File: config.mk
export PLATFORM = sky130hd
export DESIGN_NAME = bus_reduce_pipe_flat
export DESIGN_NICKNAME = d
export VERILOG_FILES = /design/src/rtl/bus_reduce_pkg.sv /design/src/rtl/bus_reduce_pipe_if.sv /design/src/rtl/bus_reduce_stage.sv /design/src/rtl/bus_reduce_pipe.sv /design/src/flat_wrapper.sv
export SDC_FILE = /design/constraint.sdc
export NUM_CORES = 1
export LEC_CHECK = 0
export ABC_AREA = 1
export CAP_MARGIN = 25
export CORE_ASPECT_RATIO = 0.7
export CORE_MARGIN = 5
export CORE_UTILIZATION = 56
export CTS_BUF_LIST = sky130_fd_sc_hd__clkbuf_8 sky130_fd_sc_hd__clkbuf_16
export DETAILED_ROUTE_END_ITERATION = 10
export GPL_ROUTABILITY_DRIVEN = 0
export PLACE_DENSITY = 0.89
export SLEW_MARGIN = 20
export SYNTH_ARGS = -nofsm -noshare
export SYNTH_HDL_FRONTEND = slang
export SYNTH_HIERARCHICAL = 1
export SYNTH_SLANG_ARGS = --single-unit
File: constraint.sdc
create_clock -name clk -period 1.7 [get_ports clk]
set_input_delay 0.34 -clock clk [delete_from_list [all_inputs] [get_ports clk]]
set_output_delay 0.34 -clock clk [all_outputs]
set_load 0.01 [all_outputs]
File: src/rtl/bus_reduce_pkg.sv
`default_nettype none
// ============================================================================
// Module      : bus_reduce_pkg
// Description : Mode encodings and combine helpers shared by the bus
//               reduction pipeline, its stages and its interface.
// Revision    : 1.0 - initial release
// ============================================================================
package bus_reduce_pkg;

  typedef logic [1:0] mode_t;

  localparam mode_t MODE_AND  = 2'd0;
  localparam mode_t MODE_OR   = 2'd1;
  localparam mode_t MODE_XOR  = 2'd2;
  localparam mode_t MODE_RSVD = 2'd3;

  // Neutral element of the selected operator, right-aligned in 64 bits.
  // The reserved mode uses zero so that its result collapses to 0.
  function automatic logic [63:0] reduce_identity(input mode_t mode, input int width);
    logic [63:0] v_ones;
    v_ones = {64{1'b1}} >> (64 - width);
    return (mode == MODE_AND) ? v_ones : 64'd0;
  endfunction

  // One pairwise combine. The reserved mode forces a zero result.
  function automatic logic [63:0] reduce_op(input mode_t mode, input logic [63:0] a,
                                            input logic [63:0] b);
    logic [63:0] v_res;
    case (mode)
      MODE_AND: v_res = a & b;
      MODE_OR:  v_res = a | b;
      MODE_XOR: v_res = a ^ b;
      default:  v_res = 64'd0;
    endcase
    return v_res;
  endfunction

endpackage
`default_nettype wire

File: src/rtl/bus_reduce_pipe_if.sv
`default_nettype none
// ============================================================================
// Module      : bus_reduce_pipe_if
// Description : Input beat and output result handshakes of the bus
//               reduction pipeline.
// Revision    : 1.0 - initial release
// ============================================================================
interface bus_reduce_pipe_if
  import bus_reduce_pkg::*;
#(
  parameter int WIDTH = 4,
  parameter int LANES = 4
);

  logic                   in_valid;
  logic                   in_ready;
  logic [LANES*WIDTH-1:0] in_data;
  logic [LANES-1:0]       in_mask;
  mode_t                  in_mode;
  logic                   out_valid;
  logic                   out_ready;
  logic [WIDTH-1:0]       out_data;
  logic                   out_err;

  // Producer/consumer side, outside the reduction unit.
  modport master (
    output in_valid, in_data, in_mask, in_mode, out_ready,
    input  in_ready, out_valid, out_data, out_err
  );

  // The reduction unit itself.
  modport slave (
    input  in_valid, in_data, in_mask, in_mode, out_ready,
    output in_ready, out_valid, out_data, out_err
  );

endinterface
`default_nettype wire

File: src/rtl/bus_reduce_stage.sv
`default_nettype none
// ============================================================================
// Module      : bus_reduce_stage
// Description : One reduction tree level: combines adjacent lane pairs and
//               registers the result with valid/mode/err under a local
//               valid/ready stall rule.
// Revision    : 1.0 - initial release
// ============================================================================
module bus_reduce_stage
  import bus_reduce_pkg::*;
#(
  parameter  int WIDTH     = 4,
  parameter  int LANES_IN  = 4,
  localparam int LANES_OUT = LANES_IN / 2
) (
  input  logic                       clk,
  input  logic                       reset,
  input  logic                       in_valid,
  output logic                       in_ready,
  input  logic [LANES_IN*WIDTH-1:0]  in_data,
  input  mode_t                      in_mode,
  input  logic                       in_err,
  output logic                       out_valid,
  input  logic                       out_ready,
  output logic [LANES_OUT*WIDTH-1:0] out_data,
  output mode_t                      out_mode,
  output logic                       out_err
);

  logic [LANES_OUT*WIDTH-1:0] w_comb;
  logic                       w_load;

  logic                       r_valid;
  logic [LANES_OUT*WIDTH-1:0] r_data;
  mode_t                      r_mode;
  logic                       r_err;

  for (genvar k = 0; k < LANES_OUT; k++) begin : g_pair
    assign w_comb[k*WIDTH +: WIDTH] = WIDTH'(reduce_op(in_mode,
                                        64'(in_data[(2*k)*WIDTH +: WIDTH]),
                                        64'(in_data[(2*k+1)*WIDTH +: WIDTH])));
  end

  // Load when empty or when the downstream side drains us this cycle.
  assign w_load   = ~r_valid | out_ready;
  assign in_ready = w_load;

  // Level register: payload only changes on an actual transfer, so it holds while stalled.
  always_ff @(posedge clk or posedge reset) begin
    if (reset) begin
      r_valid <= 1'b0;
      r_data  <= '0;
      r_mode  <= MODE_AND;
      r_err   <= 1'b0;
    end else if (w_load) begin
      r_valid <= in_valid;
      if (in_valid) begin
        r_data <= w_comb;
        r_mode <= in_mode;
        r_err  <= in_err;
      end
    end
  end

  assign out_valid = r_valid;
  assign out_data  = r_data;
  assign out_mode  = r_mode;
  assign out_err   = r_err;

endmodule
`default_nettype wire

File: src/rtl/bus_reduce_pipe.sv
`default_nettype none
// ============================================================================
// Module      : bus_reduce_pipe
// Description : Pipelined bitwise AND/OR/XOR reduction of LANES words with
//               per-beat lane masking and full back-pressure; one register
//               per tree level.
// Revision    : 1.0 - initial release
// ============================================================================
module bus_reduce_pipe
  import bus_reduce_pkg::*;
#(
  parameter int WIDTH = 4,
  parameter int LANES = 4
) (
  input  logic             clk,
  input  logic             reset,
  bus_reduce_pipe_if.slave bus
);

  localparam int LEVELS = $clog2(LANES);

  logic [WIDTH-1:0]       w_ident;
  logic [LANES*WIDTH-1:0] w_masked;
  logic                   w_rsvd;

  // Masked lanes become the operator identity, so they drop out of the reduction.
  assign w_ident = WIDTH'(reduce_identity(bus.in_mode, WIDTH));
  assign w_rsvd  = (bus.in_mode == MODE_RSVD);

  for (genvar k = 0; k < LANES; k++) begin : g_mask
    assign w_masked[k*WIDTH +: WIDTH] = bus.in_mask[k] ? w_ident : bus.in_data[k*WIDTH +: WIDTH];
  end

  for (genvar l = 0; l < LEVELS; l++) begin : g_level
    localparam int LIN = LANES >> l;

    logic                     w_in_valid;
    logic [LIN*WIDTH-1:0]     w_in_data;
    mode_t                    w_in_mode;
    logic                     w_in_err;
    logic                     w_up_ready;
    logic                     w_down_ready;
    logic                     w_out_valid;
    logic [(LIN/2)*WIDTH-1:0] w_out_data;
    mode_t                    w_out_mode;
    logic                     w_out_err;

    if (l == 0) begin : g_first
      assign w_in_valid = bus.in_valid;
      assign w_in_data  = w_masked;
      assign w_in_mode  = bus.in_mode;
      assign w_in_err   = w_rsvd;
    end else begin : g_chain
      assign w_in_valid = g_level[l-1].w_out_valid;
      assign w_in_data  = g_level[l-1].w_out_data;
      assign w_in_mode  = g_level[l-1].w_out_mode;
      assign w_in_err   = g_level[l-1].w_out_err;
    end

    // Ready ripples back combinationally from out_ready through every level.
    if (l == LEVELS - 1) begin : g_last
      assign w_down_ready = bus.out_ready;
    end else begin : g_mid
      assign w_down_ready = g_level[l+1].w_up_ready;
    end

    bus_reduce_stage #(
      .WIDTH    (WIDTH),
      .LANES_IN (LIN)
    ) u_stage (
      .clk       (clk),
      .reset     (reset),
      .in_valid  (w_in_valid),
      .in_ready  (w_up_ready),
      .in_data   (w_in_data),
      .in_mode   (w_in_mode),
      .in_err    (w_in_err),
      .out_valid (w_out_valid),
      .out_ready (w_down_ready),
      .out_data  (w_out_data),
      .out_mode  (w_out_mode),
      .out_err   (w_out_err)
    );
  end

  assign bus.in_ready  = g_level[0].w_up_ready;
  assign bus.out_valid = g_level[LEVELS-1].w_out_valid;
  assign bus.out_data  = g_level[LEVELS-1].w_out_data;
  assign bus.out_err   = g_level[LEVELS-1].w_out_err;

endmodule
`default_nettype wire

File: src/flat_wrapper.sv
// flat-port wrapper written by rule: the top's interface ports become plain ports
module bus_reduce_pipe_flat import bus_reduce_pkg::*;
#(
  parameter int WIDTH = 4,
  parameter int LANES = 4
)
  (clk, reset, bus_in_valid, bus_in_data, bus_in_mask, bus_in_mode, bus_out_ready, bus_in_ready, bus_out_valid, bus_out_data, bus_out_err);
  bus_reduce_pipe_if #(.WIDTH(WIDTH), .LANES(LANES)) bus_i ();
  input  logic clk;
  input  logic reset;
  input wire logic [$bits(bus_i.in_valid)-1:0] bus_in_valid;
  input wire logic [$bits(bus_i.in_data)-1:0] bus_in_data;
  input wire logic [$bits(bus_i.in_mask)-1:0] bus_in_mask;
  input wire logic [$bits(bus_i.in_mode)-1:0] bus_in_mode;
  input wire logic [$bits(bus_i.out_ready)-1:0] bus_out_ready;
  output wire logic [$bits(bus_i.in_ready)-1:0] bus_in_ready;
  output wire logic [$bits(bus_i.out_valid)-1:0] bus_out_valid;
  output wire logic [$bits(bus_i.out_data)-1:0] bus_out_data;
  output wire logic [$bits(bus_i.out_err)-1:0] bus_out_err;
  assign bus_i.in_valid = bus_in_valid;
  assign bus_i.in_data = bus_in_data;
  assign bus_i.in_mask = bus_in_mask;
  assign bus_i.in_mode = bus_in_mode;
  assign bus_i.out_ready = bus_out_ready;
  assign bus_in_ready = bus_i.in_ready;
  assign bus_out_valid = bus_i.out_valid;
  assign bus_out_data = bus_i.out_data;
  assign bus_out_err = bus_i.out_err;
  bus_reduce_pipe #(.WIDTH(WIDTH), .LANES(LANES)) u_core (.clk(clk), .reset(reset), .bus(bus_i));
endmodule
# After elaboration in Yosys (flattened, before gate mapping)
# Cells that the tools add are included.
# W data, S select, Z words.
# totals
word_cells	37
mem_count	0
rom_bits	0
mem_bits_rw	0
inputBits	26
regBits	18
latch_bits	0
# classes
n_mul	0
n_div	0
bitwise_logic	13
n_reduce_logical	4
n_addsub	0
n_mux	8
shifts	0
magnitude_cmp	0
eq_ne	5
# ops
operator	count
$pmux W4 S3	3
$mux W4	5
$and A4 B4 Y4	3
$or A4 B4 Y4	3
$xor A4 B4 Y4	3
$eq A2 B2 Y1 const B	3
$eq A2 B1 Y1 const B	2
$logic_not A2 Y1	2
$reduce_and A2 Y1	2
$not A1 Y1	2
$or A1 B1 Y1	2

# Logic depth before layout (Yosys ltp)
# logic_depth
word_depth	5
mapped_depth	9
depth_no_buf	9

# Hierarchy
# The synthesis kept the hierarchy.
# by_module_without_submodules
module	area_per_inst_um2	instances	cells_each
bus_reduce_stage (u_core.g_level[0].u_stage)	940.9	1	119
bus_reduce_stage (u_core.g_level[1].u_stage)	535.5	1	69
bus_reduce_pipe	163.9	1	43

# Worst setup path before layout
# Ideal clock, no wire load.
# synth_timing
path_type	input to register
startpoint	input port bus_in_mode[1]
endpoint	register u_core.g_level[0].u_stage.r_data[0]
t_arrival_ns	1.204
path_buffers	0
setup_time_ns	0.116
stages	9
setup_slack_ns	0.380
path_cell_list	nor2_2 nand2_1 nand2_1 inv_1 ha_1 nand3_1 nand3_1 nand2_1 nand2_1
# synth_between
elab_chain_len	5
elab_cells_between_ends	10
classes_between	eq/ne (2); mux (4); bitwise (3); reduce/logical (1)
# synth_rtl
item	line	text
from (decl)	flat_wrapper.sv:14	input wire logic [$bits(bus_i.in_mode)-1:0] bus_in_mode;
$logic_not A2 Y1 *	bus_reduce_pkg.sv:22	return (mode == MODE_AND) ? v_ones : 64'd0;
$mux W4 *	bus_reduce_pkg.sv:22	
$mux W4 *	bus_reduce_pipe.sv:31	assign w_masked[k*WIDTH +: WIDTH] = bus.in_mask[k] ? w_ident : bus.in_data[k*WIDTH +: WIDTH];
named net u_core.g_level[0].w_in_data[0]	bus_reduce_pipe.sv:38	logic [LIN*WIDTH-1:0] w_in_data;
$xor A4 B4 Y4, or another cell as far along	bus_reduce_pkg.sv:32	MODE_XOR: v_res = a ^ b;
$pmux W4 S3 *	bus_reduce_pkg.sv:29	case (mode)
to (signal assigned)	bus_reduce_stage.sv:58	r_data <= w_comb;
to (decl)	bus_reduce_stage.sv:34	logic [LANES_OUT*WIDTH-1:0] r_data;
# Mark *: on every way through the listed nets, which the timed path passes. The rest lies on a longest branch.
# A chain may end at the register's enable or synchronous reset.

# Worst setup path in the final report
# layout_timing
startpoint	input port bus_out_ready
endpoint	output port bus_in_ready
# layout_between
elab_chain_len	2
# layout_rtl
item	line	text
from (decl)	flat_wrapper.sv:15	input wire logic [$bits(bus_i.out_ready)-1:0] bus_out_ready;
$or A1 B1 Y1	bus_reduce_stage.sv:45	assign w_load = ~r_valid | out_ready;
named net u_core.g_level[0].w_down_ready	bus_reduce_pipe.sv:42	logic w_down_ready;
$or A1 B1 Y1	bus_reduce_stage.sv:45	
to (decl)	flat_wrapper.sv:16	output wire logic [$bits(bus_i.in_ready)-1:0] bus_in_ready;
# The timed path passes the listed nets, and every way through them passes these cells.

==> results.py <==
metrics = {
    "setup_path": {
        "path_cells": "clkdlybuf4s50_1 > inv_1 > nand2_2 > inv_1 > nand2_2 > dlygate4sd2_1",
        "cp-end-kind": "primary output",
        "crit_fanout": 3,
        "startpoint_type": "primary input",
        "cp_slowest_cell": "clkdlybuf4s50_1",
        "cp_data_arrival_time_ns": 1.29,
        "crit_type": "primary input to primary output",
        "max_stage_delay_ns": 0.46,
        "worstPathRequired_ns": 1.36,
    },
    "sta": {
        "max-slew-margin-rel_pct": 69.9,
        "worst_slew_pin_slew_ns": 0.451,
        "period_share_pct": 96.0,
        "setup_tns_ns": 0,
        "final.min_clock_period_ns": 1.63,
        "clock.fmax_mhz": 613,
        "rsz0062_at_grt": "no",
        "hold_viol": 0,
        "skew_ns": 0.00575,
        "finalSetupViolations": 0,
        "slew_viol_final": 0,
        "hold_ws_ns": 0.341,
    },
    "final_layout": {
        "area_growth_pct": 33.7,
        "drive_above_1_share_pct": 12.4,
        "stdcell_area_um2": 2100,
        "diodes": 0,
        "fin_cells": 310,
        "fin_nets": 325,
        "fill_cells": 206,
    },
    "synth": {
        "syn_area_um2": 1570,
        "synth.avg_cell_area_um2": 6.99,
        "synth_nets": 275,
        "syn_inst": 225,
        "ys_warn_count": 6,
    },
    "run": {
        "cap_violations": 0,
    },
    "grt": {
        "antenna_found_initial": 0,
        "overflow": 0,
        "grt_pass1_vias": 1464,
        "grt_max_degree": 13,
        "grt_pass1_wl_um": 6160,
        "grtUsageTotal_pct": 19.9,
    },
    "power_and_ir_drop": {
        "p_leak_nw": 1.22,
        "ir_drop_mv": 0.431,
        "p_total_mw": 1.51,
        "powerDensity_nw_per_um2": 717,
    },
    "floorplanning": {
        "io_pins": 33,
        "die_w_um": 73.3,
        "fp.dieH_um": 54.3,
        "start_util_pct": 57.3,
        "fp-row-count": 16,
        "die-area_um2": 3990,
        "core_um2": 2740,
    },
    "detailed_routing": {
        "routed_via_density": 4.98,
        "drt_iter0_markers": 105,
        "wire_per_inst_um": 11.5,
        "wirelength_um": 3570,
        "vias": 1544,
        "drc_errors": 0,
        "firstDrtPassIters": 4,
        "ant_nets": 0,
    },
    "cts": {
        "cts_tree": "done",
        "clkTransAtPathRegs_ns": 0.07,
        "cts_sinks": 18,
        "insertion_delay_ns": 0.26,
        "clock_path_buffers": 2,
        "cts_buffers": 3,
        "post-cts-setup-buffer-count": 0,
        "clockRootBuffer": "clkbuf_8",
        "ctsHtreeMaxLevel": 1,
        "hold_buffers": 0,
    },
    "placed_design": {
        "io_buffers": 32,
        "hpwl_um": 2940,
        "dp.cells": 306,
        "post_dp_cell_area_um2": 2040,
    },
    "hold_path": {
        "hold_path.class": "primary input to asynchronous set/reset pin",
    },
    "outcome": {
        "status": "completed",
    },
}
[per-layer routing]
layer	up-vias	GRT usage [%]	routed length, µm
li1	792	-	-
met1	698	23.8	1580
met2	50	36.4	1720
met3	4	4.77	234
met4	0	5.12	25
met5	-	0	0
[cells in the final DEF, fill, tap and decap left out, drive strengths merged]
cell           count
nor2               3
inv               39
nand2             99
clkbuf             4
dfrtp             18
dlymetal6s2s       1
clkdlybuf4s50     29
buf               17
dlygate4sd2        2
ha                24
o21ai              2
nand3b            12
nand3             24
[where the power goes]
group          total [mW]  switching, mW  internal, mW
combinational       0.579          0.284         0.295
clock               0.348          0.142         0.206
sequential          0.581         0.0689         0.512
total                1.51          0.495          1.01
[worst paths after layout]
check	start	end	slack [ns]	depth (start not counted)
max in group asynchronous	reset	u_core/g_level[0].u_stage/out_data[3]	0.95	2
worst max register to register	u_core/g_level[1].u_stage/out_valid	u_core/g_level[0].u_stage/out_data[7]	0.52	8
worst max-delay path	bus_out_ready	bus_in_ready	0.07	6
worst min-delay path	reset	u_core/g_level[1].u_stage/out_data[3]	0.34	2
worst min register to register	u_core/g_level[1].u_stage/out_data[2]	u_core/g_level[1].u_stage/out_data[2]	0.48	2
min in group clk	u_core/g_level[1].u_stage/out_data[2]	u_core/g_level[1].u_stage/out_data[2]	0.48	2
[flip-flops by register name, summed over array words and instances, names as in the netlist]
name                              cells
u_core/g_level.u_stage/out_valid      2
u_core/g_level.u_stage/out_mode       2
u_core/g_level.u_stage/out_err        2
u_core/g_level.u_stage/out_data      12
[metrics by stage]
step                      worst slack (ns)  util [%]
final                               0.0686      76.6
after global routing                0.0233      76.6
after CTS                          0.00892      76.4
after detailed placement            -0.316      74.3
after global placement              -0.209      74.3
after floorplan                      0.380         -
[worst max-delay path, delay by kind of cell]
family | cells | cell delay [ns]
buf+inv | 4 | 0.83
simple gates | 2 | 0.12
[final cells by class]
class / instances / area [µm²] / area share, %
repair buffers: 49 / 460 / 21.9
inverters: 39 / 149 / 7.08
well taps: 36 / 45.0 / 2.14
flip-flops and latches: 18 / 450 / 21.4
clock buffers: 4 / 55.1 / 2.62
multi-input cells: 164 / 942 / 44.8
[repair_timing]
item	in CTS	in global routing
endpoints found under the setup margin	4	8
cloned	0	0
pin swaps	1	1
gates resized for setup	3	3
(Power assumes the default switching activity.)
